**src/rtl/mbist_scheduler.sv**
```systemverilog
// mbist_scheduler: walks enabled (memory, algorithm) pairs through the mbist
// engine, one pass at a time, and collects a fail map, a first-failure record
// and a timeout flag. A watchdog bounds the length of every pass.
module mbist_scheduler #(
    parameter int NUM_MEM    = 5,
    parameter int WDOG_WIDTH = 24
) (
    input  logic                  clk,
    input  logic                  rst,
    input  logic                  start,
    input  logic                  abort,
    input  logic [NUM_MEM-1:0]    mem_enable,
    input  logic [2:0]            algo_enable,
    input  logic                  stop_on_fail,
    input  logic [WDOG_WIDTH-1:0] timeout_limit,
    output logic                  test_mode,
    output logic [2:0]            operation,
    output logic [2:0]            memory_sel,
    input  logic                  complete,
    input  logic                  error,
    input  logic                  force_terminate,
    output logic                  busy,
    output logic                  done,
    output logic                  pass,
    output logic [NUM_MEM-1:0]    fail_map,
    output logic                  first_fail_valid,
    output logic [2:0]            first_fail_mem,
    output logic [1:0]            first_fail_algo,
    output logic                  timeout_flag,
    output logic                  aborted
);

    localparam logic [2:0] S_IDLE   = 3'd0;
    localparam logic [2:0] S_SETUP  = 3'd1;
    localparam logic [2:0] S_RUN    = 3'd2;
    localparam logic [2:0] S_RECORD = 3'd3;
    localparam logic [2:0] S_DRAIN  = 3'd4;
    localparam logic [2:0] S_NEXT   = 3'd5;
    localparam logic [2:0] S_FINISH = 3'd6;

    logic [2:0]            state;
    logic [2:0]            cur_mem;
    logic [1:0]            cur_algo;
    logic                  cur_fail;
    logic                  res_valid;
    logic [WDOG_WIDTH-1:0] wdog;
    logic [WDOG_WIDTH-1:0] wdog_inc;
    logic                  wdog_hit;
    logic                  nxt_found;
    logic [2:0]            nxt_mem;
    logic [1:0]            nxt_algo;
    int                    cur_lin;

    // Saturating watchdog; wdog_inc is the number of RUN cycles including this one
    assign wdog_inc = (&wdog) ? wdog : wdog + WDOG_WIDTH'(1);
    assign wdog_hit = (timeout_limit != '0) && (wdog_inc == timeout_limit);

    // Find the next enabled pair after the current one (from the very start in IDLE)
    always_comb begin
        nxt_found = 1'b0;
        nxt_mem   = 3'd0;
        nxt_algo  = 2'd0;
        cur_lin   = (state == S_IDLE) ? -1 : (int'(cur_mem) * 3 + int'(cur_algo));
        for (int m = 0; m < NUM_MEM; m++) begin
            for (int a = 0; a < 3; a++) begin
                if (!nxt_found && mem_enable[m] && algo_enable[a] && (m * 3 + a > cur_lin)) begin
                    nxt_found = 1'b1;
                    nxt_mem   = 3'(m);
                    nxt_algo  = 2'(a);
                end
            end
        end
    end

    // Session sequencer and result collection
    always_ff @(posedge clk or posedge rst) begin
        if (rst) begin
            state            <= S_IDLE;
            cur_mem          <= 3'd0;
            cur_algo         <= 2'd0;
            cur_fail         <= 1'b0;
            res_valid        <= 1'b0;
            wdog             <= '0;
            fail_map         <= '0;
            first_fail_valid <= 1'b0;
            first_fail_mem   <= 3'd0;
            first_fail_algo  <= 2'd0;
            timeout_flag     <= 1'b0;
            aborted          <= 1'b0;
        end else begin
            case (state)
                S_IDLE: begin
                    if (start) begin
                        res_valid        <= 1'b0;
                        fail_map         <= '0;
                        first_fail_valid <= 1'b0;
                        first_fail_mem   <= 3'd0;
                        first_fail_algo  <= 2'd0;
                        timeout_flag     <= 1'b0;
                        aborted          <= 1'b0;
                        cur_fail         <= 1'b0;
                        if (nxt_found) begin
                            cur_mem  <= nxt_mem;
                            cur_algo <= nxt_algo;
                            state    <= S_SETUP;
                        end else begin
                            state <= S_FINISH;
                        end
                    end
                end
                S_FINISH: begin
                    res_valid <= 1'b1;
                    state     <= S_IDLE;
                end
                // DRAIN must keep waiting on complete even while abort is held
                S_DRAIN: begin
                    if (abort) aborted <= 1'b1;
                    if (!complete) state <= (aborted || abort) ? S_FINISH : S_NEXT;
                end
                default: begin
                    if (abort) begin
                        aborted <= 1'b1;
                        state   <= S_DRAIN;
                    end else begin
                        case (state)
                            S_SETUP: begin
                                cur_fail <= 1'b0;
                                wdog     <= '0;
                                state    <= S_RUN;
                            end
                            S_RUN: begin
                                wdog <= wdog_inc;
                                if (error || force_terminate || wdog_hit) cur_fail <= 1'b1;
                                if (wdog_hit) timeout_flag <= 1'b1;
                                if (complete || force_terminate || wdog_hit) state <= S_RECORD;
                            end
                            S_RECORD: begin
                                if (cur_fail) begin
                                    fail_map <= fail_map | (NUM_MEM'(1) << cur_mem);
                                    if (!first_fail_valid) begin
                                        first_fail_valid <= 1'b1;
                                        first_fail_mem   <= cur_mem;
                                        first_fail_algo  <= cur_algo;
                                    end
                                end
                                state <= S_DRAIN;
                            end
                            S_NEXT: begin
                                if (!nxt_found || (stop_on_fail && cur_fail)) begin
                                    state <= S_FINISH;
                                end else begin
                                    cur_mem  <= nxt_mem;
                                    cur_algo <= nxt_algo;
                                    state    <= S_SETUP;
                                end
                            end
                            default: state <= S_IDLE;
                        endcase
                    end
                end
            endcase
        end
    end

    // Outputs decoded from state; test_mode drops with the async reset
    assign busy       = (state != S_IDLE);
    assign done       = (state == S_FINISH);
    assign test_mode  = (state == S_RUN);
    assign memory_sel = cur_mem;
    assign operation  = (state == S_SETUP || state == S_RUN || state == S_RECORD)
                        ? (3'(cur_algo) + 3'd1) : 3'd0;
    assign pass       = (res_valid || state == S_FINISH) && !(|fail_map)
                        && !timeout_flag && !aborted;

endmodule
```
**config.mk**
```make
export PLATFORM = sky130hd
export DESIGN_NAME = mbist_scheduler
export DESIGN_NICKNAME = d
export VERILOG_FILES = /design/src/rtl/mbist_scheduler.sv
export SDC_FILE = /design/constraint.sdc
export NUM_CORES = 1
export LEC_CHECK = 0
export ABC_AREA = 0
export CAP_MARGIN = 10
export CORE_ASPECT_RATIO = 0.7
export CORE_MARGIN = 10
export CORE_UTILIZATION = 54
export CTS_CLUSTER_SIZE = 16
export DETAILED_ROUTE_END_ITERATION = 16
export PLACE_DENSITY = 0.88
export SYNTH_ARGS = -nofsm -noshare
export SYNTH_HDL_FRONTEND = slang
export SYNTH_SLANG_ARGS = --single-unit
```
**constraint.sdc**
```tcl
create_clock -name clk -period 4.75 [get_ports clk]
set_input_delay 1.1875 -clock clk [delete_from_list [all_inputs] [get_ports clk]]
set_output_delay 1.1875 -clock clk [all_outputs]
set_load 0.02 [all_outputs]
```
# After elaboration in Yosys (flattened, before gate mapping)

Index checks and enable logic that the tools add are counted.
Widths: inputs -> output; s select.

Output and inout bits: 23
Bits in registers: 47
Logic and storage cells: 252
Latch bits: 0
Memory bits (writable): 0
Memories: 0
Input port bits: 40
Memory bits (read-only): 0

Bitwise logic cells: 5
Multiply operators: 1
Reduce and logical (&&, ||, !) cells: 101
Muxes and demuxes: 99
Shifts and indexed selects: 1
$add $sub $neg: 3
Div/mod/pow operators: 0
Magnitude comparators: 15
Eq/ne operators: 15

Operators by type and width:

| cell                  | number |
|---|---|
| $gt 5x32->1 const A   | 7 |
| $gt 4x32->1 const A   | 4 |
| $mux 3                | 28 |
| $gt 3x32->1 const A   | 2 |
| $logic_and 1x1->1     | 49 |
| $mux 2                | 24 |
| $pmux 24 s2           | 1 |
| $gt 1x32->1 const A   | 1 |
| $gt 2x32->1 const A   | 1 |
| $mux 32               | 1 |
| $mux 1                | 27 |
| $add 24x1->24 const B | 1 |
| $eq 24x24->1          | 1 |
| $mux 24               | 1 |
| $reduce_and 24->1     | 1 |
| $reduce_bool 24->1    | 1 |
| $mux 5                | 4 |
| $logic_not 1->1       | 18 |
| $reduce_bool 2->1     | 8 |
| $reduce_and 5->1      | 3 |
| $pmux 1 s2            | 6 |
| $pmux 3 s2            | 2 |
| $pmux 3 s4            | 1 |
| $reduce_and 6->1      | 2 |
| 24 further kinds      | 46 |

# Depth between registers and ports, before layout

Gate-level depths: netlist of the first run.

Depth after elaboration: 82
Gate-level depth with buffers: 15
Gate-level depth less buffers: 14

# Least setup slack after synthesis of the first run

Ideal clock, no wire load.

Kind: register to register
Start: register cur_mem[0] (netlist: memory_sel[0])
End: register cur_mem[2] (netlist: memory_sel[2])
Setup slack: 0.913 ns
Cell stages (with the launch flop): 15
Buffers on the path: 1
Library setup time: 0.121 ns
Arrival: 3.715 ns
Cells stage by stage: dfrtp_1 -> inv_1 -> fa_1 -> inv_1 -> ha_1 -> inv_1 -> fa_1 -> clkbuf_1 -> nor2b_1 -> o22ai_1 -> a221o_1 -> a2111o_1 -> nor4_4 -> nor2_1 -> o22a_1

Longest elaborated chain between the ends: 80
Elaborated cells on any way between the ends: 111

RTL lines:

| what                                                  | line     | source |
|---|---|---|
| from (decl)                                           | 42       | `logic [2:0] cur_mem;` |
| from (signal assigned)                                | 103      | `cur_mem <= nxt_mem;` |
| from (signal assigned)                                | 152      | `cur_mem <= nxt_mem;` |
| $mul 3x2->5 *                                         | 63       | `cur_lin = (state == S_IDLE) ? -1 : (int'(cur_mem) * 3 + int'(cur_algo));` |
| $add 5x2->6 *                                         | 63       |  |
| $mux 32 *                                             | 63       |  |
| $gt 1x32->1                                           | 66       | `if (!nxt_found && mem_enable[m] && algo_enable[a] && (m * 3 + a > cur_lin)) begin` |
| $logic_and 1x1->1                                     | 66       |  |
| $mux 1                                                | 66       |  |
| $logic_not 1->1                                       | 66       |  |
| $logic_and 1x1->1 (3 in series)                       | 66       |  |
| (+60 left out)                                        | -        |  |
| $mux 1                                                | 66       |  |
| $logic_not 1->1                                       | 66       |  |
| $logic_and 1x1->1 (3 in series)                       | 66       |  |
| $mux 3 / $mux 1 (equally long branches)               | 66       |  |
| $mux 3 / $logic_not 1->1 (equally long branches)      | 149      | `if (!nxt_found \|\| (stop_on_fail && cur_fail)) begin` |
| $mux 3 / $logic_or 1x1->1 (equally long branches)     | 125, 149 |  |
| $mux 3 / $ne 2x2->1 (equally long branches)           | -        |  |
| $pmux 3 s2 / $reduce_and 6->1 (equally long branches) | -        |  |

Mark *: on every way between the ends. The rest lies on a longest branch, timed or not. The select of a mux whose other input is x is not followed.
A chain may end at the register's enable or synchronous reset.

# Worst setup path after layout of the first run

Start: register cur_mem[1] (netlist: memory_sel[1])
End: register cur_mem[2] (netlist: memory_sel[2])

Same word-level chain as after synthesis.

==> reports/qor.yml, run 1 <==
outcome:
  status: "finished clean"
clocking:
  cts_root_buf: "clkbuf_16"
  cts_buffer_depth: 2
  clk_pin_slew_worst_paths_ps: 70
  cts_sinks: 47
  cts_buffers: 5
  cts_resized: 0
  cts_htree_levels: 2
  cts_hold_buffers: 0
  cts_tree: "built"
  post-cts-setup-buffer-count: 0
  insertion_delay_ps: 300
detailed_routing:
  drc_errors: 0
  ant_nets: 0
  drt_iter0_drc: 715
  wl_per_cell_um: 21.1
  viasPerCell: 6.86
  vias: 4875
  firstDrtPassIters: 6
  totalWireLength_mm: 15.0
floorplan:
  core.rowCount: 27
  core_um2: 7870
  ios: 63
  start_util_pct: 55.7
  die_h_um: 95.4
  die_area_um2: 12200
  die_width_um: 128
timing:
  worstMarginPinSlew_ps: 1060
  setup_violations: 0
  slew_viol_final: 0
  fin_tns_setup_ps: 0
  fin_crit_sh_pct: 88.5
  finalHoldViolCount: 0
  min_period_ps: 4210
  slew_headroom_pct: 29.5
  fmax_mhz: 238
  rsz0062_at_grt: "no"
  fin_skew_ps: 4.63
place:
  dpl.hpwl_mm: 11.6
  place.gp.congestion: 1.02
  portBuffers: 62
power_and_ir_drop:
  power_density_nw_per_um2: 545
  switching_share_pct: 50.3
  p_leak_uw: 0.00205
  power_uw: 2800
  power_frac_comb_pct: 65.4
  sequentialPowerShare_pct: 21.6
  p_clk_share_pct: 13.1
  internal_power_uw: 1390
  irDropWorstVdd_v: 0.000540
  switching_power_uw: 1410
global_route:
  grt_max_degree: 48
  gr-total-overflow: 0
  grt_pass1_wl_mm: 23.8
  first_global_vias: 4493
  grt_usage_pct: 24.0
  antenna_found_initial: 0
logic_synthesis:
  synth-xor-area-share_pct: 5.40
  syn-cell-area_um2: 4380
  synth_area_leaders: "dfrtp_1 (27%), o21ai_0 (6.1%), nor2_1 (5.3%)"
  synth-adder-area-share_pct: 4.05
  synth-compound-area-share_pct: 30.2
  synth-simple-area-share_pct: 26.1
  async_flop_share_pct: 100
  synth_edf_count: 0
  synthFlopType: "dfrtp_1"
  synth_top_family_by_area: "compound AO/OA/AOI/OAI gates"
  synth.avg_cell_area_um2: 7.62
  synth_nets: 628
  synthMuxAreaShare_pct: 0.714
  netlist.top_cell.by_area: "dfrtp_1"
  synth-seq-cells: 47
  syn_inst: 575
  ys_seq_area_share_pct: 26.8
  yosysTopAreaCellShare_pct: 26.8
  synth-warning-count: 0
  synth_cell_types: 74
setup_path:
  worst_path_max_delay_cell: "a2111o_1"
  cpPeakStageDelay_ps: 480
  crit_path_start_kind: "register"
  rrSetupSlack_ps: 540
  path_cells: "inv_1 -> fa_1 -> inv_1 -> ha_1 -> inv_1 -> fa_1 -> or3b_2 -> o21ai_0 -> a221o_1 -> a2111o_1 -> nor4_4 -> nor2_1 -> o22a_1"
  critPathLaunch: "memory_sel[1]"
  required_ps: 4930
  crit_fanout: 7
  crit-reg2reg-launch: "memory_sel[1]"
  reg2reg_depth: 13
  critPathArrivalTime_ps: 4390
  critPathCapture: "memory_sel[2]"
  crit_type: "register to register"
  cp_common_cell: "inv_1"
  r2r-end: "memory_sel[2]"
  end_kind: "register"
finish:
  n_antenna_cell: 0
  drive_above_1_share_pct: 6.07
  area_growth_pct: 17.3
  nNetsFinal: 662
min_path:
  hold_path_class: "register to register"
flow_run:
  maxCapViolations: 0
## state kept, by name, indices dropped and copies added, names as in the netlist
register,count
first_fail_mem,3
first_fail_algo,2
state,3
memory_sel,3
fail_map,5
cur_algo,2
aborted,1
cur_fail,1
res_valid,1
timeout_flag,1
wdog,24
first_fail_valid,1
## logic make-up (layout without fill, tap and decap cells)
group                    after synthesis  count (layout)
AND/OR/NAND/NOR                      216             216
flip-flops                            47              47
buffers and inverters                 70             105
adder cells (fa/ha/maj)               13              13
multiplexers                           3               3
XOR/XNOR                              27              27
AO/OA/AOI/OAI                        199             199
## power by group through the flow
stage / combinational [uW] / sequential [uW] / clock, uW
2_1_floorplan: 1250 / 588 / 0
3_3_place_gp: 1750 / 597 / 0
3_5_place_dp: 1770 / 608 / 0
4_1_cts: 1780 / 600 / 371
5_1_grt: 1990 / 616 / 386
6_report: 1830 / 605 / 366
## cells in the mapped netlist (3+ instances only)
library cell and instances:
or4_1 3, nor3b_1 3, nand4_1 14, a221oi_1 4, a21oi_1 43, xor2_1 10, o22a_1 3, o22ai_1 7
a21o_1 7, clkbuf_1 22, o41ai_1 7, buf_2 11, dfrtp_1 47, o21a_1 4, nor2_1 62, a31oi_1 14
nand2_1 44, o211ai_1 8, o31ai_1 11, and2_1 5, o21ai_0 53, and3_1 8, inv_1 30, o211a_1 3
nor3_1 13, o32ai_1 6, xnor2_1 17, or3_1 5, a22oi_1 3, or3b_2 3, nor2b_1 12, nand3_1 16
nor4_1 11, ha_1 11
## through the flow
step	cell area, um2	utilization [%]	hold WS [ps]	setup WS, ps	std cells
after floorplan	4380	-	452	913	575
after global placement	4990	63.4	463	811	703
after detailed placement	4990	63.4	474	620	703
after CTS	5140	65.3	490	597	711
after global routing	5140	65.3	528	238	711
final	5140	65.3	483	544	711
## metal layers
layer  global-route usage, %  share of wire (%)
met5                       0                  0
met3                    5.27                 12
met4                    6.17                1.4
met1                    35.6                 45
met2                    34.3                 42
## placed cells by master (no fill, tap or decap), types with 13 or more instances in the layout
cell type / instances
a21oi_1: 43
nand3_1: 16
dfrtp_1: 47
nand2_1: 44
nand4_1: 14
o21ai_0: 52
clkdlybuf4s50_1: 62
a31oi_1: 14
nor2_1: 62
inv_1: 29
xnor2_1: 17
nor3_1: 13
## critical path: cells and delay by family (launching register included)
family	cells	cell delay, ps
flops	1	440
compound gates	4	1310
buf+inv	3	340
fa+ha+maj	3	1100
simple gates	3	880
## layout make-up
class	instances	area, um2
Clock buffer	5	125
Clock inverter	3	23.8
Fill cell	703	2730
Inverter	31	116
Multi-Input combinational cell	458	2920
Sequential cell	47	1180
Tap cell	101	126
Timing Repair Buffer	66	651
## worst min path at each step
| stage | startpoint | endpoint | slack (ps) | cells after the start |
|---|---|---|---|---|
| after detailed placement | first_fail_mem[1] | first_fail_mem[1] | 470 | 2 |
| after global placement | first_fail_mem[2] | first_fail_mem[2] | 460 | 2 |
| final | first_fail_mem[1] | first_fail_mem[1] | 480 | 2 |
| after floorplan | res_valid | res_valid | 450 | 2 |
| after CTS | first_fail_mem[1] | first_fail_mem[1] | 490 | 2 |
| after global routing | first_fail_mem[1] | first_fail_mem[1] | 530 | 2 |
Power figures use the tool's default switching activity.
==> run 2, diff against run 1 <==
CAP_MARGIN = not set   (was 10)
==> results of run 2 <==
The final DEF is identical to that of run 1; final timing and power are the same.
==> run 3, diff against run 2 <==
CAP_MARGIN = 20   (was not set)
HOLD_SLACK_MARGIN = 0.12   (was not set)
==> run 3 against run 2 <==
Compared with the run above:
- worst hold slack better by 0.53 ps
- critical path depth unchanged
- die area unchanged
- non-clock buffer count up 1
- clock-buffer cell count unchanged
- sequential share of layout area down 0.089 points
- via count down 0.64%
- clock power about the same
- final cell count up 0.14%
- critical path type unchanged
==> reports/qor.yml, run 3 (synthesis gave the netlist of run 1 again) <==
detailed_routing:
  firstDrtPassIters: 5  # was 6
  drt_iter0_drc: 610  # was 715
  viasPerCell: 6.80  # was 6.86
  wl_per_cell_um: 21.0  # was 21.1 um
  vias: 4844  # was 4875
  totalWireLength_mm: 15.0  # about the same
  drc_errors: 0  # unchanged
  ant_nets: 0  # unchanged
outcome:
  status: "finished clean"  # unchanged
clocking:
  clk_pin_slew_worst_paths_ps: 70  # about the same
  cts_sinks: 47  # unchanged
  post-cts-setup-buffer-count: 0  # unchanged
  insertion_delay_ps: 300  # about the same
  cts_root_buf: "clkbuf_16"  # unchanged
  cts_buffers: 5  # unchanged
  cts_htree_levels: 2  # unchanged
  cts_hold_buffers: 0  # unchanged
  cts_tree: "built"  # unchanged
  cts_resized: 0  # unchanged
  cts_buffer_depth: 2  # unchanged
finish:
  n_antenna_cell: 0  # unchanged
  fillers: 701  # was 703
  nNetsFinal: 663  # was 662
  area_growth_pct: 17.8  # was 17.3%
  drive_above_1_share_pct: 6.22  # was 6.07%
  top_regs: "wdog: 24 flops, fail_map: 5 flops"  # unchanged
  largest_reg_flops: 24  # unchanged
  seq_area_um2: 1180  # unchanged
  final_cell_mix: "nor2_1 (62), clkdlybuf4s50_1 (62), o21ai_0 (52)"  # unchanged
  regMostFlops: "wdog"  # unchanged
  multiInputGateArea_um2: 2920  # unchanged
global_route:
  grt_max_degree: 48  # unchanged
  grt_pass1_wl_mm: 23.8  # unchanged
  antenna_found_initial: 0  # unchanged
  gr-total-overflow: 0  # unchanged
  grt_busiest_layer: "met1"  # unchanged
  gr-usage-met1_pct: 35.6  # unchanged
  grt_usage_pct: 24.0  # unchanged
  gr-usage-met3_pct: 5.27  # unchanged
  first_global_vias: 4493  # unchanged
  gr-usage-met2_pct: 34.3  # unchanged
floorplan:
  ios: 63  # unchanged
  start_util_pct: 55.7  # unchanged
  die_h_um: 95.4  # unchanged
  die_width_um: 128  # unchanged
  core.rowCount: 27  # unchanged
  die_area_um2: 12200  # unchanged
  core_um2: 7870  # unchanged
setup_path:
  required_ps: 4930  # about the same
  end_kind: "register"  # unchanged
  cp.buffers_inverters: 3  # unchanged
  crit_path_start_kind: "register"  # unchanged
  crit_type: "register to register"  # unchanged
  cpPeakStageDelay_ps: 480  # about the same
  critPathArrivalTime_ps: 4370  # was 4390 ps
  path_cells: "inv_1 -> fa_1 -> inv_1 -> ha_1 -> inv_1 -> fa_1 -> or3b_2 -> o21ai_0 -> a221o_1 -> a2111o_1 -> nor4_4 -> nor2_1 -> o22a_1"  # unchanged
  critPathTopFamily: "compound AO/OA/AOI/OAI gates"  # unchanged
  crit_fanout: 7  # unchanged
  worst_path_max_delay_cell: "a2111o_1"  # unchanged
  cp_common_cell: "inv_1"  # unchanged
min_path:
  hold_path_class: "register to register"  # unchanged
timing:
  rsz0062_at_grt: "no"  # unchanged
  setup_violations: 0  # unchanged
  fmax_mhz: 239  # was 238 MHz
  finalHoldViolCount: 0  # unchanged
  worstMarginPinSlew_ps: 1030  # was 1060 ps
  min_period_ps: 4190  # was 4210 ps
  fin_skew_ps: 7.63  # was 4.63 ps
  holdWs_ps: 484  # was 483 ps
  fin_tns_setup_ps: 0  # unchanged
  slew_viol_final: 0  # unchanged
  fin_crit_sh_pct: 88.2  # was 88.5%
  slew_headroom_pct: 31.2  # was 29.5%
power_and_ir_drop:
  irDropWorstVdd_v: 0.000543  # was 0.000540 V
  p_leak_uw: 0.00206  # was 0.00205 uW
  power_density_nw_per_um2: 542  # was 545 nW/um2
  internal_power_uw: 1400  # was 1390 uW
  p_clk_share_pct: 13.0  # was 13.1%
  switching_power_uw: 1400  # was 1410 uW
  power_frac_comb_pct: 65.4  # about the same
  switching_share_pct: 50.1  # was 50.3%
  sequentialPowerShare_pct: 21.6  # about the same
flow_run:
  maxCapViolations: 0  # unchanged
place:
  dpl.hpwl_mm: 11.6  # unchanged
  place.gp.congestion: 1.02  # unchanged
  portBuffers: 62  # unchanged
run 3: layer usage:
| metal | part of all wire, % | up-vias |
|---|---|---|
| li1 | - | 2215 |
| met1 | 45 | 2292 |
| met2 | 42 | 316 |
| met3 | 11 | 21 |
| met4 | 1.4 | 0 |
| met5 | 0 | - |
run 3: tightest hold or removal path: cells and delay by family, from the launching register on:
family / cells / cell delay [ps]
flops: 1 / 340
simple gates: 1 / 50
compound gates: 1 / 60
run 3: power by group through the flow:
stage	registers [uW]	logic [uW]	clock network (uW)
6_report	604	1830	364
5_1_grt	616	1990	386
4_1_cts	600	1780	371
3_5_place_dp	608	1770	0
3_3_place_gp	597	1750	0
2_1_floorplan	588	1250	0
run 3: layout make-up:
class	count	area share [%]
clock inverter	3	0.461
multi-input combinational	458	56.6
tap	101	2.45
sequential	47	22.8
inverter	31	2.26
clock buffer	5	2.42
timing repair buffer	67	13.0
run 3: worst paths after layout:
kind	from	end	slack (ps)	cells after the start
min in group asynchronous	rst	wdog[5]	1130	2
setup / recovery	memory_sel[1]	memory_sel[2]	560	13
max in group asynchronous	rst	state[1]	3130	3
setup reg to reg	memory_sel[1]	memory_sel[2]	560	13
hold reg to reg	first_fail_mem[1]	first_fail_mem[1]	480	2
hold / removal	first_fail_mem[1]	first_fail_mem[1]	480	2
run 3: stage by stage:
stage	worst slack (ps)	total power [uW]	instance area (um2)	util, %	std cells
2_1_floorplan	913	1830	4380	-	575
5_1_grt	238	2990	5160	65.6	712
3_3_place_gp	811	2350	4990	63.4	703
6_report	561	2800	5160	65.6	712
4_1_cts	597	2750	5140	65.3	711
3_5_place_dp	620	2380	4990	63.4	703
